$ cat config.mk
export PLATFORM = sky130hd
export DESIGN_NAME = axis_pkt_mux_flat
export DESIGN_NICKNAME = d
export VERILOG_FILES = /design/src/rtl/axis_pkt_mux_pkg.sv /design/src/rtl/axis_pkt_mux_if.sv /design/src/rtl/axis_pkt_mux_reg_slice.sv /design/src/rtl/axis_pkt_mux.sv /design/src/flat_wrapper.sv
export SDC_FILE = /design/constraint.sdc
export NUM_CORES = 1
export LEC_CHECK = 0
export CAP_MARGIN = 20
export CORE_AREA = 5 5 170 172
export CTS_CLUSTER_DIAMETER = 80
export DETAILED_ROUTE_END_ITERATION = 8
export DIE_AREA = 0 0 175 177
export PLACE_DENSITY = 0.64
export SYNTH_ARGS = -nofsm -noshare
export SYNTH_HDL_FRONTEND = slang
export SYNTH_SLANG_ARGS = --single-unit
$ cat constraint.sdc
create_clock -name clk -period 2.3 [get_ports clk]
set_input_delay 0.345 -clock clk [delete_from_list [all_inputs] [get_ports clk]]
set_output_delay 0.345 -clock clk [all_outputs]
set_load 0.05 [all_outputs]
$ cat src/rtl/axis_pkt_mux_pkg.sv
// axis_pkt_mux_pkg: shared constants, FSM state type and helpers for the packet mux
package axis_pkt_mux_pkg;
  localparam int SEL_EN_BIT = 7;
  localparam int SEL_IDX_W = 7;
  localparam logic [7:0] NON_CHAN_SEL = 8'd0;
  typedef enum logic {IDLE, LOCK} state_e;
  function automatic logic [SEL_IDX_W-1:0] wrap_inc(input logic [SEL_IDX_W-1:0] c, input int n);
    return (int'(c) == n - 1) ? '0 : c + 1'b1;
  endfunction
endpackage

$ cat src/rtl/axis_pkt_mux_if.sv
// axis_pkt_mux_if: N-lane AXI-Stream bundle; N=N_CH on the input side, N=1 on the output side
interface axis_pkt_mux_if #(parameter int N = 1, parameter int DW = 32);
  logic [N-1:0] tvalid;
  logic [N-1:0] tready;
  logic [N-1:0] tlast;
  logic [N*DW-1:0] tdata;
  logic [N*DW/8-1:0] tkeep;
  modport master(output tvalid, tdata, tkeep, tlast, input tready);
  modport slave(input tvalid, tdata, tkeep, tlast, output tready);
endinterface

$ cat src/rtl/axis_pkt_mux_reg_slice.sv
// axis_reg_slice: 2-entry skid output register; upstream ready comes only from registered state
module axis_reg_slice #(
  parameter int DW = 32
) (
  input  logic            clk,
  input  logic            rst,
  input  logic            i_valid,
  output logic            o_ready,
  input  logic [DW-1:0]   i_data,
  input  logic [DW/8-1:0] i_keep,
  input  logic            i_last,
  output logic            o_valid,
  input  logic            i_ready,
  output logic [DW-1:0]   o_data,
  output logic [DW/8-1:0] o_keep,
  output logic            o_last
);
  localparam int W = DW + DW / 8 + 1;
  logic [W-1:0] r_main, r_skid;
  logic r_main_v, r_skid_v;
  logic w_in_fire, w_load;
  assign o_ready = !r_skid_v;
  assign w_in_fire = i_valid & !r_skid_v;
  assign w_load = !r_main_v | i_ready;
  assign o_valid = r_main_v;
  assign {o_last, o_keep, o_data} = r_main;
  // main refills from the skid (older beat) first; skid only catches a beat while main is stalled
  always_ff @(posedge clk) begin
    if (rst) begin
      r_main <= '0;
      r_main_v <= 1'b0;
      r_skid <= '0;
      r_skid_v <= 1'b0;
    end else if (w_load) begin
      if (r_skid_v | w_in_fire) r_main <= r_skid_v ? r_skid : {i_last, i_keep, i_data};
      r_main_v <= r_skid_v | w_in_fire;
      r_skid_v <= 1'b0;
    end else if (w_in_fire) begin
      r_skid <= {i_last, i_keep, i_data};
      r_skid_v <= 1'b1;
    end
  end
endmodule

$ cat src/rtl/axis_pkt_mux.sv
// axis_pkt_mux: N:1 AXI-Stream packet mux with packet-locked grant and registered output slice
module axis_pkt_mux
  import axis_pkt_mux_pkg::*;
#(
  parameter int N_CH = 10,
  parameter int DW = 32,
  parameter int ARB_MODE = 0
) (
  input  logic                 clk,
  input  logic                 rst,
  input  logic [7:0]           bus_sel,
  axis_pkt_mux_if.slave        s_axis,
  axis_pkt_mux_if.master       m_axis,
  output logic [SEL_IDX_W-1:0] cur_chan,
  output logic                 busy
);
  localparam int CW = (N_CH > 1) ? $clog2(N_CH) : 1;
  state_e r_state, w_state_nxt;
  logic [SEL_IDX_W-1:0] r_chan, w_chan_nxt, r_rr_ptr, w_rr_idx, w_grant_idx;
  logic [CW-1:0] w_ci;
  logic [2*N_CH-1:0] w_dbl;
  logic w_rr_ok, w_sel_ok, w_grant_ok;
  logic w_in_valid, w_slice_rdy, w_accept, w_last;
  logic [DW-1:0] w_data;
  logic [DW/8-1:0] w_keep;
  logic w_m_valid, w_m_last;
  logic [DW-1:0] w_m_data;
  logic [DW/8-1:0] w_m_keep;
  assign w_ci = r_chan[CW-1:0];
  assign w_data = s_axis.tdata[w_ci*DW +: DW];
  assign w_keep = s_axis.tkeep[w_ci*(DW/8) +: DW/8];
  assign w_last = s_axis.tlast[w_ci];
  assign w_in_valid = (r_state == LOCK) & s_axis.tvalid[w_ci];
  assign w_accept = w_in_valid & w_slice_rdy;
  assign s_axis.tready = (r_state == LOCK && w_slice_rdy) ? (N_CH'(1) << w_ci) : '0;
  assign w_sel_ok = bus_sel[SEL_EN_BIT] && (int'(bus_sel[SEL_IDX_W-1:0]) < N_CH);
  assign w_grant_ok = (ARB_MODE == 1) ? w_rr_ok : w_sel_ok;
  assign w_grant_idx = (ARB_MODE == 1) ? w_rr_idx : bus_sel[SEL_IDX_W-1:0];
  assign w_dbl = {s_axis.tvalid, s_axis.tvalid} >> r_rr_ptr;
  assign cur_chan = (r_state == LOCK) ? r_chan : '0;
  assign busy = (r_state == LOCK);
  // round-robin: lowest valid channel at/after the pointer; descending scan lets the nearest win
  always_comb begin
    w_rr_ok = 1'b0;
    w_rr_idx = '0;
    for (int k = N_CH - 1; k >= 0; k--) begin
      if (w_dbl[k]) begin
        w_rr_ok = 1'b1;
        w_rr_idx = (int'(r_rr_ptr) + k >= N_CH) ? SEL_IDX_W'(int'(r_rr_ptr) + k - N_CH) : SEL_IDX_W'(int'(r_rr_ptr) + k);
      end
    end
  end
  // grant FSM next state: take a grant from IDLE, release on the accepted tlast beat
  always_comb begin
    w_state_nxt = r_state;
    w_chan_nxt = r_chan;
    if (r_state == IDLE && w_grant_ok) begin
      w_state_nxt = LOCK;
      w_chan_nxt = w_grant_idx;
    end else if (w_accept && w_last) begin
      w_state_nxt = IDLE;
    end
  end
  // state, granted channel and round-robin pointer registers
  always_ff @(posedge clk) begin
    if (rst) begin
      r_state <= IDLE;
      r_chan <= '0;
      r_rr_ptr <= '0;
    end else begin
      r_state <= w_state_nxt;
      r_chan <= w_chan_nxt;
      if (w_accept && w_last) r_rr_ptr <= wrap_inc(r_chan, N_CH);
    end
  end
  axis_reg_slice #(.DW(DW)) u_slice (
    .clk(clk),
    .rst(rst),
    .i_valid(w_in_valid),
    .o_ready(w_slice_rdy),
    .i_data(w_data),
    .i_keep(w_keep),
    .i_last(w_last),
    .o_valid(w_m_valid),
    .i_ready(m_axis.tready[0]),
    .o_data(w_m_data),
    .o_keep(w_m_keep),
    .o_last(w_m_last)
  );
  assign m_axis.tvalid = w_m_valid;
  assign m_axis.tdata = w_m_data;
  assign m_axis.tkeep = w_m_keep;
  assign m_axis.tlast = w_m_last;
endmodule

$ cat src/flat_wrapper.sv
// flat-port wrapper written by rule: the top's interface ports become plain ports
module axis_pkt_mux_flat import axis_pkt_mux_pkg::*;
#(
  parameter int N_CH = 10,
  parameter int DW = 32,
  parameter int ARB_MODE = 0
)
  (clk, rst, bus_sel, cur_chan, busy, s_axis_tvalid, s_axis_tdata, s_axis_tkeep, s_axis_tlast, s_axis_tready, m_axis_tvalid, m_axis_tdata, m_axis_tkeep, m_axis_tlast, m_axis_tready);
  axis_pkt_mux_if #(.N((10)), .DW(DW)) s_axis_i ();
  axis_pkt_mux_if #(.N(1), .DW(DW)) m_axis_i ();
  input  logic clk;
  input  logic rst;
  input  logic [7:0] bus_sel;
  output logic [SEL_IDX_W-1:0] cur_chan;
  output logic busy;
  input wire logic [$bits(s_axis_i.tvalid)-1:0] s_axis_tvalid;
  input wire logic [$bits(s_axis_i.tdata)-1:0] s_axis_tdata;
  input wire logic [$bits(s_axis_i.tkeep)-1:0] s_axis_tkeep;
  input wire logic [$bits(s_axis_i.tlast)-1:0] s_axis_tlast;
  output wire logic [$bits(s_axis_i.tready)-1:0] s_axis_tready;
  output wire logic [$bits(m_axis_i.tvalid)-1:0] m_axis_tvalid;
  output wire logic [$bits(m_axis_i.tdata)-1:0] m_axis_tdata;
  output wire logic [$bits(m_axis_i.tkeep)-1:0] m_axis_tkeep;
  output wire logic [$bits(m_axis_i.tlast)-1:0] m_axis_tlast;
  input wire logic [$bits(m_axis_i.tready)-1:0] m_axis_tready;
  assign s_axis_i.tvalid = s_axis_tvalid;
  assign s_axis_i.tdata = s_axis_tdata;
  assign s_axis_i.tkeep = s_axis_tkeep;
  assign s_axis_i.tlast = s_axis_tlast;
  assign s_axis_tready = s_axis_i.tready;
  assign m_axis_tvalid = m_axis_i.tvalid;
  assign m_axis_tdata = m_axis_i.tdata;
  assign m_axis_tkeep = m_axis_i.tkeep;
  assign m_axis_tlast = m_axis_i.tlast;
  assign m_axis_i.tready = m_axis_tready;
  axis_pkt_mux #(.N_CH(N_CH), .DW(DW), .ARB_MODE(ARB_MODE)) u_core (.clk(clk), .rst(rst), .bus_sel(bus_sel), .s_axis(s_axis_i), .m_axis(m_axis_i), .cur_chan(cur_chan), .busy(busy));
endmodule
==> impl_metrics.json, run 1 <==
{
  "synthDistinctLibCells": 36,
  "cts_tree": "built",
  "wl_per_cell_um": 19.7,
  "synth_edf_count": 0,
  "worstHoldStart": "u_core.r_chan[4]$_SDFFE_PP0P_",
  "fmax_mhz": 461,
  "numPortBuffers": 446,
  "start_kind": "flip-flop",
  "place_area_um2": 11600,
  "whs_ns": 0.459,
  "chipWidth_um": 175,
  "cts.sinks": 84,
  "crit_fanout": 38,
  "rsz0062_at_grt": "false",
  "min_period_over_period": 0.944,
  "h-tree-depth": 3,
  "syn-num-nets": 1064,
  "drv_cap": 0,
  "via_per_inst": 5.05,
  "die_h_um": 177,
  "status": "completed",
  "synth_top_flop_cell": "dfxtp_1",
  "final_cell_area_um2": 12000,
  "worst_pin_slew_ns": 0.685,
  "ys_top_cells_by_area": "dfxtp_1, mux4_2, mux2_2, o21ai_0, a22o_1",
  "drc_errors": 0,
  "crit_start": "u_core.r_chan[3]$_SDFFE_PP0P_",
  "rows": 61,
  "end_kind": "output pin",
  "antenna_found_initial": 1,
  "diodes": 0,
  "hold_viol": 0,
  "post-route-util": 0.440,
  "synth_seq_cells": 84,
  "r2r_slack_ns": 0.15,
  "gp_congestion": 0.823,
  "nets": 1485,
  "endpoint": "s_axis_tready[1]",
  "grt_pass1_vias": 7469,
  "clock_path_buffers": 2,
  "cts-buffers-inserted": 9,
  "path_class": "flip-flop to output pin",
  "arrival_ns": 1.83,
  "drt-total-wl_um": 28400,
  "min_path_type": "flip-flop to flip-flop",
  "layout-drive-gt1-share": 0.183,
  "leakage_nw": 4.31,
  "drt-initial-drc-count": 388,
  "r2r_cells": 7,
  "root_buffer": "clkbuf_16",
  "clock_latency_ns": 0.34,
  "slew_violations": 0,
  "peakVddDrop_mv": 0.298,
  "clk_pin_slew_ns": 0.06,
  "area_growth_pct": 83.7,
  "worst_ep_required_time_ns": 1.96,
  "finalPower_mw": 4.21,
  "ys.warnings.count": 0,
  "finalSetupViolCount": 0,
  "slew_headroom": 0.543,
  "core_um2": 27300,
  "fin_crit_ns": 2.17,
  "drtAntennaViolNets": 0,
  "synthArstFlopShare": 0,
  "pin_count": 447,
  "synth.avg_cell_area_um2": 9.73,
  "reg2reg_to": "u_core.u_slice.r_main[5]$_SDFFE_PP0P_",
  "r2r_start": "u_core.r_chan[0]$_SDFFE_PP0P_",
  "ys_seq_area_frac": 0.257,
  "grt_util_all_layers": 0.174,
  "design.die.area_um2": 31000,
  "synth_most_common_cell": "dfxtp_1",
  "grt_max_degree": 75,
  "grt_pass1_wl_um": 42400,
  "drt_pass1_iterations": 5,
  "clock_skew_ns": 0.0106,
  "p_per_area_nw_per_um2": 350,
  "dpl.hpwl_um": 23100,
  "synth_top_cell_area_share": 0.257,
  "vias": 7291,
  "synth_common_cells": "dfxtp_1, nand2_1, o21ai_0, mux4_2, clkbuf_1",
  "gr-total-overflow": 0,
  "synth_area_um2": 6550,
  "syn_inst": 673,
  "synth_area_leader_cell": "dfxtp_1",
  "initial_core_util": 0.240
}
state kept, by name (all words and copies together), names as in the netlist:
| signal | flops |
|---|---|
| u_core.busy | 1 |
| u_core.r_chan | 7 |
| u_core.u_slice.o_valid | 1 |
| u_core.u_slice.r_main | 37 |
| u_core.u_slice.r_skid | 37 |
| u_core.u_slice.r_skid_v | 1 |
power by group:
group | leakage, nW | internal (mW) | switching, mW
Clock | 0.145 | 0.938 | 0.563
Combinational | 3.48 | 0.875 | 0.366
Sequential | 0.680 | 1.46 | 0.00830
Total | 4.31 | 3.27 | 0.938
worst min-delay path by stage:
stage                                     to  cells past startpoint
2_1_floorplan  u_core.r_chan[4]$_SDFFE_PP0P_                      1
3_3_place_gp   u_core.r_chan[6]$_SDFFE_PP0P_                      1
3_5_place_dp   u_core.r_chan[4]$_SDFFE_PP0P_                      1
4_1_cts        u_core.r_chan[4]$_SDFFE_PP0P_                      1
5_1_grt        u_core.r_chan[6]$_SDFFE_PP0P_                      1
6_report       u_core.r_chan[4]$_SDFFE_PP0P_                      1
layout make-up:
cell class	count	area (um^2)
Fill cell	2631	15300
Timing Repair Buffer	490	5070
Multi-Input combinational cell	508	4530
Sequential cell	84	1700
Tap cell	346	433
Clock buffer	11	233
Clock inverter	3	65.1
Inverter	1	3.75
repair_timing:
action / CTS / global route
gates resized for setup: 0 / 8
hold buffers: 0 / 0
gates cloned: 1 / 0
setup buffers: 0 / 6
endpoints found under the setup margin: 32 / 45
cells in the final DEF, fill, tap and decap left out, drive strengths merged, types with 36 or more instances in the layout:
master	n
mux2	40
buf	60
clkdlybuf4s50	428
o21ai	75
a21o	36
nand2	76
dfxtp	84
a221oi	36
mux4	74
a22o	37
a21oi	40
or3	37
through the flow:
step | cells | TNS, ns | setup WS (ns)
global route | 1443 | 0 | 0.0147
CTS | 1437 | 0 | 0.0160
finish | 1443 | 0 | 0.130
global placement | 1422 | -0.368 | -0.0209
detailed placement | 1422 | -1.49 | -0.0574
floorplan | 673 | 0 | 0.199
routing by layer:
layer,GRT usage,wire (um),vias up,share of wire
met2,0.311,14500,302,0.51
li1,-,-,3462,-
met3,0.0412,2060,27,0.073
met1,0.209,11300,3498,0.40
met4,0.0507,507,2,0.018
met5,0,13,-,0.00046
logic make-up (layout without fill, tap and decap cells):
kind of cell | after synthesis | count (layout) | share of synthesized area
simple gates | 156 | 156 | 0.114
compound gates | 232 | 232 | 0.238
flops | 84 | 84 | 0.257
mux | 120 | 120 | 0.332
buf+inv | 81 | 505 | 0.0586
critical path, cell delays in order (launching register included):
cell and delay (ns):
dfxtp_1 0.31, buf_4 0.16, inv_2 0.08, buf_4 0.35
nand2_1 0.18, nor2_1 0.23, buf_12 0.17
Power figures use the tool's default switching activity.
==> run 2, diff against run 1 <==
--- a/config.mk
+++ b/config.mk
@@ -6,11 +6,11 @@
 export NUM_CORES = 1
 export LEC_CHECK = 0
 export CAP_MARGIN = 20
-export CORE_AREA = 5 5 170 172
+export CORE_AREA = 2 2 172 174
 export CTS_CLUSTER_DIAMETER = 80
 export DETAILED_ROUTE_END_ITERATION = 8
-export DIE_AREA = 0 0 175 177
-export PLACE_DENSITY = 0.64
+export DIE_AREA = 0 0 174 176
+export PLACE_DENSITY = 0.61
 export SYNTH_ARGS = -nofsm -noshare
 export SYNTH_HDL_FRONTEND = slang
 export SYNTH_SLANG_ARGS = --single-unit
==> impl_metrics.json, run 2 (same netlist as run 1, synthesis figures left out) <==
{
  "clock_skew_ns": 0.00775,
  "crit_buf_inv": 4,
  "dpl.hpwl_um": 21700,
  "layout_setup_ws_ns": 0.0721,
  "p_seq_frac": 0.343,
  "root_buffer": "clkbuf_16",
  "final_cell_area_um2": 12100,
  "vias": 7253,
  "diodes": 0,
  "whs_ns": 0.460,
  "drc_errors": 0,
  "nets": 1487,
  "clk_pin_slew_ns": 0.06,
  "power_switching_uw": 960,
  "numPortBuffers": 446,
  "worstHoldEndpoint": "u_core.r_chan[5]$_SDFFE_PP0P_",
  "grt_pass1_vias": 7398,
  "cp_top_family": "buffers and inverters",
  "design.die.area_um2": 30600,
  "fmax_mhz": 449,
  "die_h_um": 176,
  "cts-buffers-inserted": 9,
  "via_per_inst": 4.88,
  "drtAntennaViolNets": 0,
  "area_growth_pct": 85.4,
  "leakage_nw": 4.37,
  "path_class": "flip-flop to flip-flop",
  "cts.sinks": 84,
  "antenna_found_initial": 0,
  "dp.cells": 1461,
  "worstHoldStart": "u_core.r_chan[5]$_SDFFE_PP0P_",
  "h-tree-depth": 3,
  "r2r_start": "u_core.r_chan[0]$_SDFFE_PP0P_",
  "drv_cap": 0,
  "pin_count": 447,
  "layout-drive-gt1-share": 0.185,
  "swShare": 0.224,
  "r2r_slack_ns": 0.07,
  "whs_path_depth": 1,
  "hold_viol": 0,
  "final_cell_mix": "clkdlybuf4s50_1, dfxtp_1, nand2_1, o21ai_0, mux4_2",
  "gp_congestion": 0.802,
  "slowest_stage": "nor4b_1",
  "min_path_type": "flip-flop to flip-flop",
  "drt_pass1_iterations": 6,
  "grt_pass1_wl_um": 40800,
  "r2r_cells": 9,
  "core_um2": 28500,
  "grt_util_all_layers": 0.168,
  "slew_headroom": 0.605,
  "dp_slack_ns": -0.111,
  "initial_core_util": 0.229,
  "end_kind": "flip-flop",
  "start_kind": "flip-flop",
  "clock_latency_ns": 0.34,
  "status": "completed",
  "fin_cells": 1485,
  "ctsHoldBuffers": 0,
  "slew_violations": 0,
  "cp_common_cell": "buf_4",
  "rsz0062_at_grt": "false",
  "arrival_ns": 2.46,
  "worst_ep_required_time_ns": 2.53,
  "clock_path_buffers": 2,
  "combPwrFrac": 0.292,
  "crit_fanout": 6,
  "peakVddDrop_mv": 0.311,
  "pwr-share-clk": 0.364,
  "slowest_delay_ns": 0.39,
  "cp_num_cells": 9,
  "drt-initial-drc-count": 343,
  "layout_commonest_cell": "clkdlybuf4s50_1",
  "worst_pin_slew_ns": 0.590,
  "chipWidth_um": 174,
  "p_int_mw": 3.32,
  "drt-total-wl_um": 27900,
  "place_area_um2": 11700,
  "wl_per_cell_um": 18.8,
  "finalSetupViolCount": 0,
  "rows": 62,
  "post-route-util": 0.425,
  "reg2reg_to": "u_core.u_slice.r_main[13]$_SDFFE_PP0P_",
  "fin_crit_ns": 2.23,
  "grt_max_degree": 78,
  "reg_top3": "u_core.u_slice.r_main: 37 flops, u_core.u_slice.r_skid: 37 flops, u_core.r_chan: 7 flops",
  "min_period_over_period": 0.969,
  "gr-total-overflow": 0,
  "cts_tree": "built",
  "crit_chain": "buf_12 > buf_4 > mux2i_1 > nor4b_1 > a311oi_2 > buf_4 > o21ba_4 > clkbuf_16 > a22o_1",
  "p_per_area_nw_per_um2": 352
}
-- run 2: changes by cell type in the layout (fill, tap and decap cells not counted), sizes merged --
cell	delta
buf	+1
bufbuf	-1
clkbuf	+2
clkdlybuf4s50	-1
clkinv	+2
dlymetal6s2s	+1
-- run 2: worst register-to-register path: cells and delay by family, from the launching register on --
family / cells / cell delay, ns
buf+inv: 4 / 0.64
compound gates: 3 / 0.58
flops: 1 / 0.37
mux: 1 / 0.13
simple gates: 1 / 0.39
-- run 2: metrics by stage --
stage          total power [mW]  TNS, ns
2_1_floorplan              1.94        0
6_report                   4.28        0
3_3_place_gp               2.73    -2.08
4_1_cts                    4.32        0
5_1_grt                    4.48        0
3_5_place_dp               2.74    -2.66
-- run 2: area by class of cell --
| class | count | area (um^2) |
|---|---|---|
| Clock buffer | 11 | 243 |
| Tap cell | 384 | 480 |
| Fill cell | 2794 | 16400 |
| Timing Repair Buffer | 492 | 5120 |
| Clock inverter | 5 | 75.1 |
| Sequential cell | 84 | 1690 |
| Inverter | 1 | 3.75 |
| Multi-Input combinational cell | 508 | 4520 |
-- run 2: repair_timing --
item | CTS | global route
buffers inserted | 0 | 5
endpoints found under the setup margin | 0 | 30
resized for setup | 0 | 5
-- run 2: power groups by stage --
stage / Clock [mW] / Sequential (mW) / Combinational [mW]
after floorplan: 0 / 1.52 / 0.413
after global placement: 0 / 1.50 / 1.23
after detailed placement: 0 / 1.50 / 1.24
after CTS: 1.61 / 1.47 / 1.25
after global routing: 1.67 / 1.47 / 1.34
final: 1.56 / 1.47 / 1.25
-- run 2: worst max-delay path by stage --
| stage | start | end | slack, ns |
|---|---|---|---|
| 6_report | u_core.r_chan[0]$_SDFFE_PP0P_ | u_core.u_slice.r_main[13]$_SDFFE_PP0P_ | 0.07 |
| 5_1_grt | u_core.r_chan[2]$_SDFFE_PP0P_ | s_axis_tready[5] | 0.02 |
| 4_1_cts | u_core.busy$_SDFFE_PP0P_ | busy | 0.05 |
| 3_5_place_dp | s_axis_tvalid[3] | u_core.u_slice.r_main[21]$_SDFFE_PP0P_ | -0.11 |
| 3_3_place_gp | s_axis_tvalid[4] | u_core.u_slice.r_main[21]$_SDFFE_PP0P_ | -0.08 |
| 2_1_floorplan | u_core.r_chan[3]$_SDFFE_PP0P_ | s_axis_tready[0] | 0.20 |
-- run 2: layer usage --
layer / up-vias / GRT usage / wire (um)
met5: - / 0 / 0
met4: 0 / 0.0581 / 628
met3: 32 / 0.0373 / 1820
met2: 300 / 0.307 / 14300
met1: 3456 / 0.194 / 11100
li1: 3465 / - / -
==> run 3, diff against run 2 <==
--- a/config.mk
+++ b/config.mk
@@ -5,7 +5,6 @@
 export SDC_FILE = /design/constraint.sdc
 export NUM_CORES = 1
 export LEC_CHECK = 0
-export CAP_MARGIN = 20
 export CORE_AREA = 2 2 172 174
 export CTS_CLUSTER_DIAMETER = 80
 export DETAILED_ROUTE_END_ITERATION = 8
==> results of run 3 <==
No change in the layout: final DEF, timing and power equal those of run 2.
